--- src/rtl/rat_pkg.sv ---
// Shared types for the RAT flag block: flag-load source select.
package rat_pkg;

   typedef enum logic {
      FLG_SRC_ALU  = 1'b0,
      FLG_SRC_SHAD = 1'b1
   } flg_src_e;

endpackage : rat_pkg

--- src/rtl/int_sync.sv ---
// Two-flop synchronizer for an asynchronous request, followed by a
// rising-edge detector; EDGE is high for one cycle per low-to-high transition.
module int_sync (
   input  logic CLK,
   input  logic RST,
   input  logic D,
   output logic EDGE
);

   logic sync_1;
   logic sync_2;
   logic sync_3;

   always_ff @(posedge CLK or posedge RST) begin
      if (RST) begin
         sync_1 <= 1'b0;
         sync_2 <= 1'b0;
         sync_3 <= 1'b0;
      end else begin
         sync_1 <= D;
         sync_2 <= sync_1;
         sync_3 <= sync_2;
      end
   end

   assign EDGE = sync_2 & ~sync_3;

endmodule : int_sync

--- src/rtl/rat_flags.sv ---
// Carry/zero/interrupt-enable flags with interrupt pending logic.
// Optional shadow C/Z registers are built when RAT_FLAGS_SHADOW_EN is defined.
module rat_flags
   import rat_pkg::*;
(
   input  logic CLK,
   input  logic RST,
   input  logic C_IN,
   input  logic Z_IN,
   input  logic FLG_LD,
   input  logic FLG_LD_SEL,
   input  logic FLG_C_SET,
   input  logic FLG_C_CLR,
   input  logic FLG_SHAD_LD,
   input  logic I_SET,
   input  logic I_CLR,
   input  logic INTR,
   input  logic INT_ACK,
   output logic C_FLAG,
   output logic Z_FLAG,
   output logic I_FLAG,
   output logic INT_OUT
);

   logic     c_q;
   logic     z_q;
   logic     i_q;
   logic     pend_q;
   logic     edge_det;
   logic     ld_en;
   logic     c_ld;
   logic     z_ld;
   flg_src_e src;

   assign src = flg_src_e'(FLG_LD_SEL);

   int_sync u_int_sync (
      .CLK  (CLK),
      .RST  (RST),
      .D    (INTR),
      .EDGE (edge_det)
   );

`ifdef RAT_FLAGS_SHADOW_EN
   logic shad_c;
   logic shad_z;

   // Shadow captures the pre-edge flags, so a same-cycle shadow load and
   // shadow restore swaps the two register sets.
   always_ff @(posedge CLK or posedge RST) begin
      if (RST) begin
         shad_c <= 1'b0;
         shad_z <= 1'b0;
      end else if (FLG_SHAD_LD) begin
         shad_c <= c_q;
         shad_z <= z_q;
      end
   end

   always_comb begin
      ld_en = FLG_LD;
      c_ld  = C_IN;
      z_ld  = Z_IN;
      if (src == FLG_SRC_SHAD) begin
         c_ld = shad_c;
         z_ld = shad_z;
      end
   end
`else
   logic unused_shad_ld;
   assign unused_shad_ld = FLG_SHAD_LD;

   // No shadow storage: a shadow-sourced load degenerates to hold.
   always_comb begin
      ld_en = FLG_LD;
      c_ld  = C_IN;
      z_ld  = Z_IN;
      if (src == FLG_SRC_SHAD) begin
         ld_en = 1'b0;
      end
   end
`endif

   always_ff @(posedge CLK or posedge RST) begin
      if (RST) begin
         c_q <= 1'b0;
         z_q <= 1'b0;
      end else begin
         if (FLG_C_CLR) begin
            c_q <= 1'b0;
         end else if (FLG_C_SET) begin
            c_q <= 1'b1;
         end else if (ld_en) begin
            c_q <= c_ld;
         end
         if (ld_en) begin
            z_q <= z_ld;
         end
      end
   end

   always_ff @(posedge CLK or posedge RST) begin
      if (RST) begin
         i_q <= 1'b0;
      end else if (I_CLR) begin
         i_q <= 1'b0;
      end else if (I_SET) begin
         i_q <= 1'b1;
      end
   end

   // A fresh edge beats an acknowledge in the same cycle.
   always_ff @(posedge CLK or posedge RST) begin
      if (RST) begin
         pend_q <= 1'b0;
      end else if (edge_det) begin
         pend_q <= 1'b1;
      end else if (INT_ACK) begin
         pend_q <= 1'b0;
      end
   end

   assign C_FLAG  = c_q;
   assign Z_FLAG  = z_q;
   assign I_FLAG  = i_q;
   assign INT_OUT = pend_q & i_q;

endmodule : rat_flags

--- config.mk ---
export PLATFORM = sky130hd
export DESIGN_NAME = rat_flags
export DESIGN_NICKNAME = d
export VERILOG_FILES = /design/src/rtl/rat_pkg.sv /design/src/rtl/int_sync.sv /design/src/rtl/rat_flags.sv
export SDC_FILE = /design/constraint.sdc
export NUM_CORES = 1
export LEC_CHECK = 0
export CORE_AREA = 2 2 39 41
export CTS_BUF_LIST = sky130_fd_sc_hd__clkbuf_16
export DETAILED_ROUTE_END_ITERATION = 6
export DIE_AREA = 0 0 41 43
export HOLD_SLACK_MARGIN = 0.08
export PLACE_DENSITY = 0.46
export REMOVE_ABC_BUFFERS = 1
export SLEW_MARGIN = 5
export SYNTH_ARGS = -nofsm -noshare
export SYNTH_HDL_FRONTEND = slang
export SYNTH_SLANG_ARGS = --single-unit
--- constraint.sdc ---
create_clock -name CLK -period 1.06 [get_ports CLK]
set_input_delay 0.106 -clock CLK [delete_from_list [all_inputs] [get_ports CLK]]
set_output_delay 0.106 -clock CLK [all_outputs]
set_load 0.005 [all_outputs]
==> impl_metrics.toml <==
[run_status]
status = "complete, no violations"

[sta]
fmax_mhz = 967
max_slew_margin_pct = 82.8
fin_crit_sh_pct = 97.6
finalMaxSlewViolations = 0
finClkSkew_ns = 0.00176
rsz0062_at_grt = "false"
hold_viol = 0
holdWs_ns = 0.102
fin_crit_ns = 1.03
final-setup-viol-count = 0
worst_pin_slew_ns = 0.257

[synth]
postSynthCellCount = 19
synth_xor_area_share_pct = 0
synthAdderAreaFrac_pct = 0
syn-cell-area_sq_um = 248
ys_types = 9
synth_top_family_by_area = "simple AND/OR/NAND/NOR gates"
synth.area.mux_share_pct = 4.55
synth-simple-area-share_pct = 12.1
synth_compound_area_share_pct = 6.57
synth_warnings = 0
yosysSeqAreaShare_pct = 70.7
ys_seq_elements = 7
avgSynthCellArea_sq_um = 13.0

[detailed_routing]
num_vias = 195
dr.pass1.iters = 1
drt_iter0_drc = 0
vias_per_cell = 3.61
antenna_left = 0
wirelength_um = 494
post_drt_wl_per_cell_um = 9.15
drc = 0

[clocking]
htreeDepth = 1
clkSlewWorstSetupHoldPaths_ns = 0.04
cts_buffer_depth = 2
clock_latency_ns = 0.23
clock-sinks = 7
cts_buffers = 3
post-cts-setup-buffer-count = 0
cts_tree = "done"
clock-root-buffer = "clkbuf_16"

[power]
power_density_mw_per_mm2 = 2060
power_leakage_nw = 0.233
ir_drop_v = 0.000853

[layout]
fin_cells = 54
syn_to_final_growth_pct = 97.0
design_area_sq_um = 488
nNetsFinal = 52
num_antenna_cells = 0
drive_above_1_share_pct = 13.2

[floorplanning]
die_area_sq_mm = 0.00176
rows = 14
num_io_pins = 17
die_height_um = 43
die_x_um = 41
start_util_pct = 17.9
core_sq_mm = 0.00138

[setup_path]
end_kind = "flip-flop"
crit_type = "in -> reg"
startpoint = "FLG_C_SET"
r2r-end = "C_FLAG"
crit_fanout = 2
crit_required_ns = 1.17
rr_startpoint = "C_FLAG"
arrival_ns = 1.14
critPathLaunchType = "input port"
ff2ff_setup_slack_ns = 0.26
r2r_cells = 1

[grt]
grt_max_degree = 8
gr-total-overflow = 0
grt_pass1_vias = 233
track_usage_pct = 8.11
grt_antenna_before_repair = 0
grt_pass1_wl_um = 883

[run]
maxCapViolations = 0

[place]
dpl.hpwl_um = 397
portBuffers = 15
gp_congestion = 0.576
dp.cells = 50
postPlaceCellArea_sq_um = 418

[hold_path]
hp-class = "in -> async"
-- placed cells by master, fill, tap and decap left out --
master / Yosys / routed
clkbuf_2: 0 / 1
dlygate4sd2_1: 0 / 3
dfrtp_1: 7 / 7
clkdlybuf4s50_1: 0 / 11
o311a_1: 1 / 1
and2_1: 1 / 1
inv_1: 4 / 5
clkbuf_16: 0 / 3
nor2b_1: 1 / 1
o22ai_1: 1 / 1
nor2_1: 2 / 2
mux2_2: 1 / 1
or4b_1: 1 / 1
-- synthesized netlist by cell type, drive strengths merged --
cell | number | area [sq um]
and2 | 1 | 6.26
dfrtp | 7 | 175
inv | 4 | 15.0
mux2 | 1 | 11.3
nor2 | 2 | 7.51
nor2b | 1 | 6.26
o22ai | 1 | 6.26
o311a | 1 | 10.0
or4b | 1 | 10.0
-- cells by family (layout without fill, tap and decap cells) --
logic type             after synthesis  count (layout)
multiplexers                         1               1
AND/OR/NAND/NOR                      5               5
buffers and inverters                4              23
AO/OA/AOI/OAI                        2               2
flip-flops                           7               7
-- per-stage QoR --
| stage | worst slack (ns) | total power [mW] | util (%) | setup TNS (ns) |
|---|---|---|---|---|
| detailed placement | -0.233 | 0.399 | 30.2 | -0.420 |
| floorplan | 0.202 | 0.326 | - | 0 |
| finish | 0.0257 | 1.01 | 35.3 | 0 |
| global route | 0.00302 | 1.06 | 35.3 | 0 |
| global placement | -0.202 | 0.396 | 30.2 | -0.358 |
| CTS | -0.00185 | 1.03 | 35.6 | -0.00185 |
-- worst max path at each step --
| stage | to | cells after the start |
|---|---|---|
| 2_1_floorplan | C_FLAG | 2 |
| 4_1_cts | INT_OUT | 2 |
| 6_report | C_FLAG | 3 |
| 3_5_place_dp | C_FLAG | 3 |
| 5_1_grt | C_FLAG | 3 |
| 3_3_place_gp | C_FLAG | 3 |
-- layer usage --
layer	vias up	share of wire (%)	wire [um]	track usage [%]
met5	-	0	0	0
met4	0	0	0	6.00
met3	0	4.7	23	3.14
met2	4	62	305	13.8
met1	92	33	165	6.98
li1	99	-	-	-
-- final cells by class --
class | count | area, sq um
fillers | 149 | 896
flip-flops and latches | 7 | 175
repair buffers | 15 | 141
clock buffers | 3 | 75.1
multi-input cells | 8 | 57.6
well taps | 16 | 20.0
inverters | 4 | 15.0
clock inverters | 1 | 3.75
-- what timing repair did --
action,CTS,global route
gates resized for setup,5,1
pin swaps,0,1
hold buffers,0,0
endpoints found under the setup margin,4,2
-- state kept, by name, summed over array words and instances (netlist names) --
| register | cells |
|---|---|
| u_int_sync.sync_2 | 1 |
| I_FLAG | 1 |
| Z_FLAG | 1 |
| u_int_sync.sync_1 | 1 |
| C_FLAG | 1 |
| u_int_sync.sync_3 | 1 |
| pend_q | 1 |
-- power by group --
part           internal (mW)  total [mW]  switching [mW]  leakage [nW]
Clock                  0.490       0.622           0.133        0.0423
Combinational         0.0605      0.0862          0.0256         0.107
Sequential             0.289       0.297         0.00819        0.0837
Total                  0.839        1.01           0.166         0.233
-- worst max-delay path, stage by stage --
cell	delay, ns
clkdlybuf4s50_1	0.42
or4b_1	0.50
o311a_1	0.12
(Power assumes the default switching activity.)
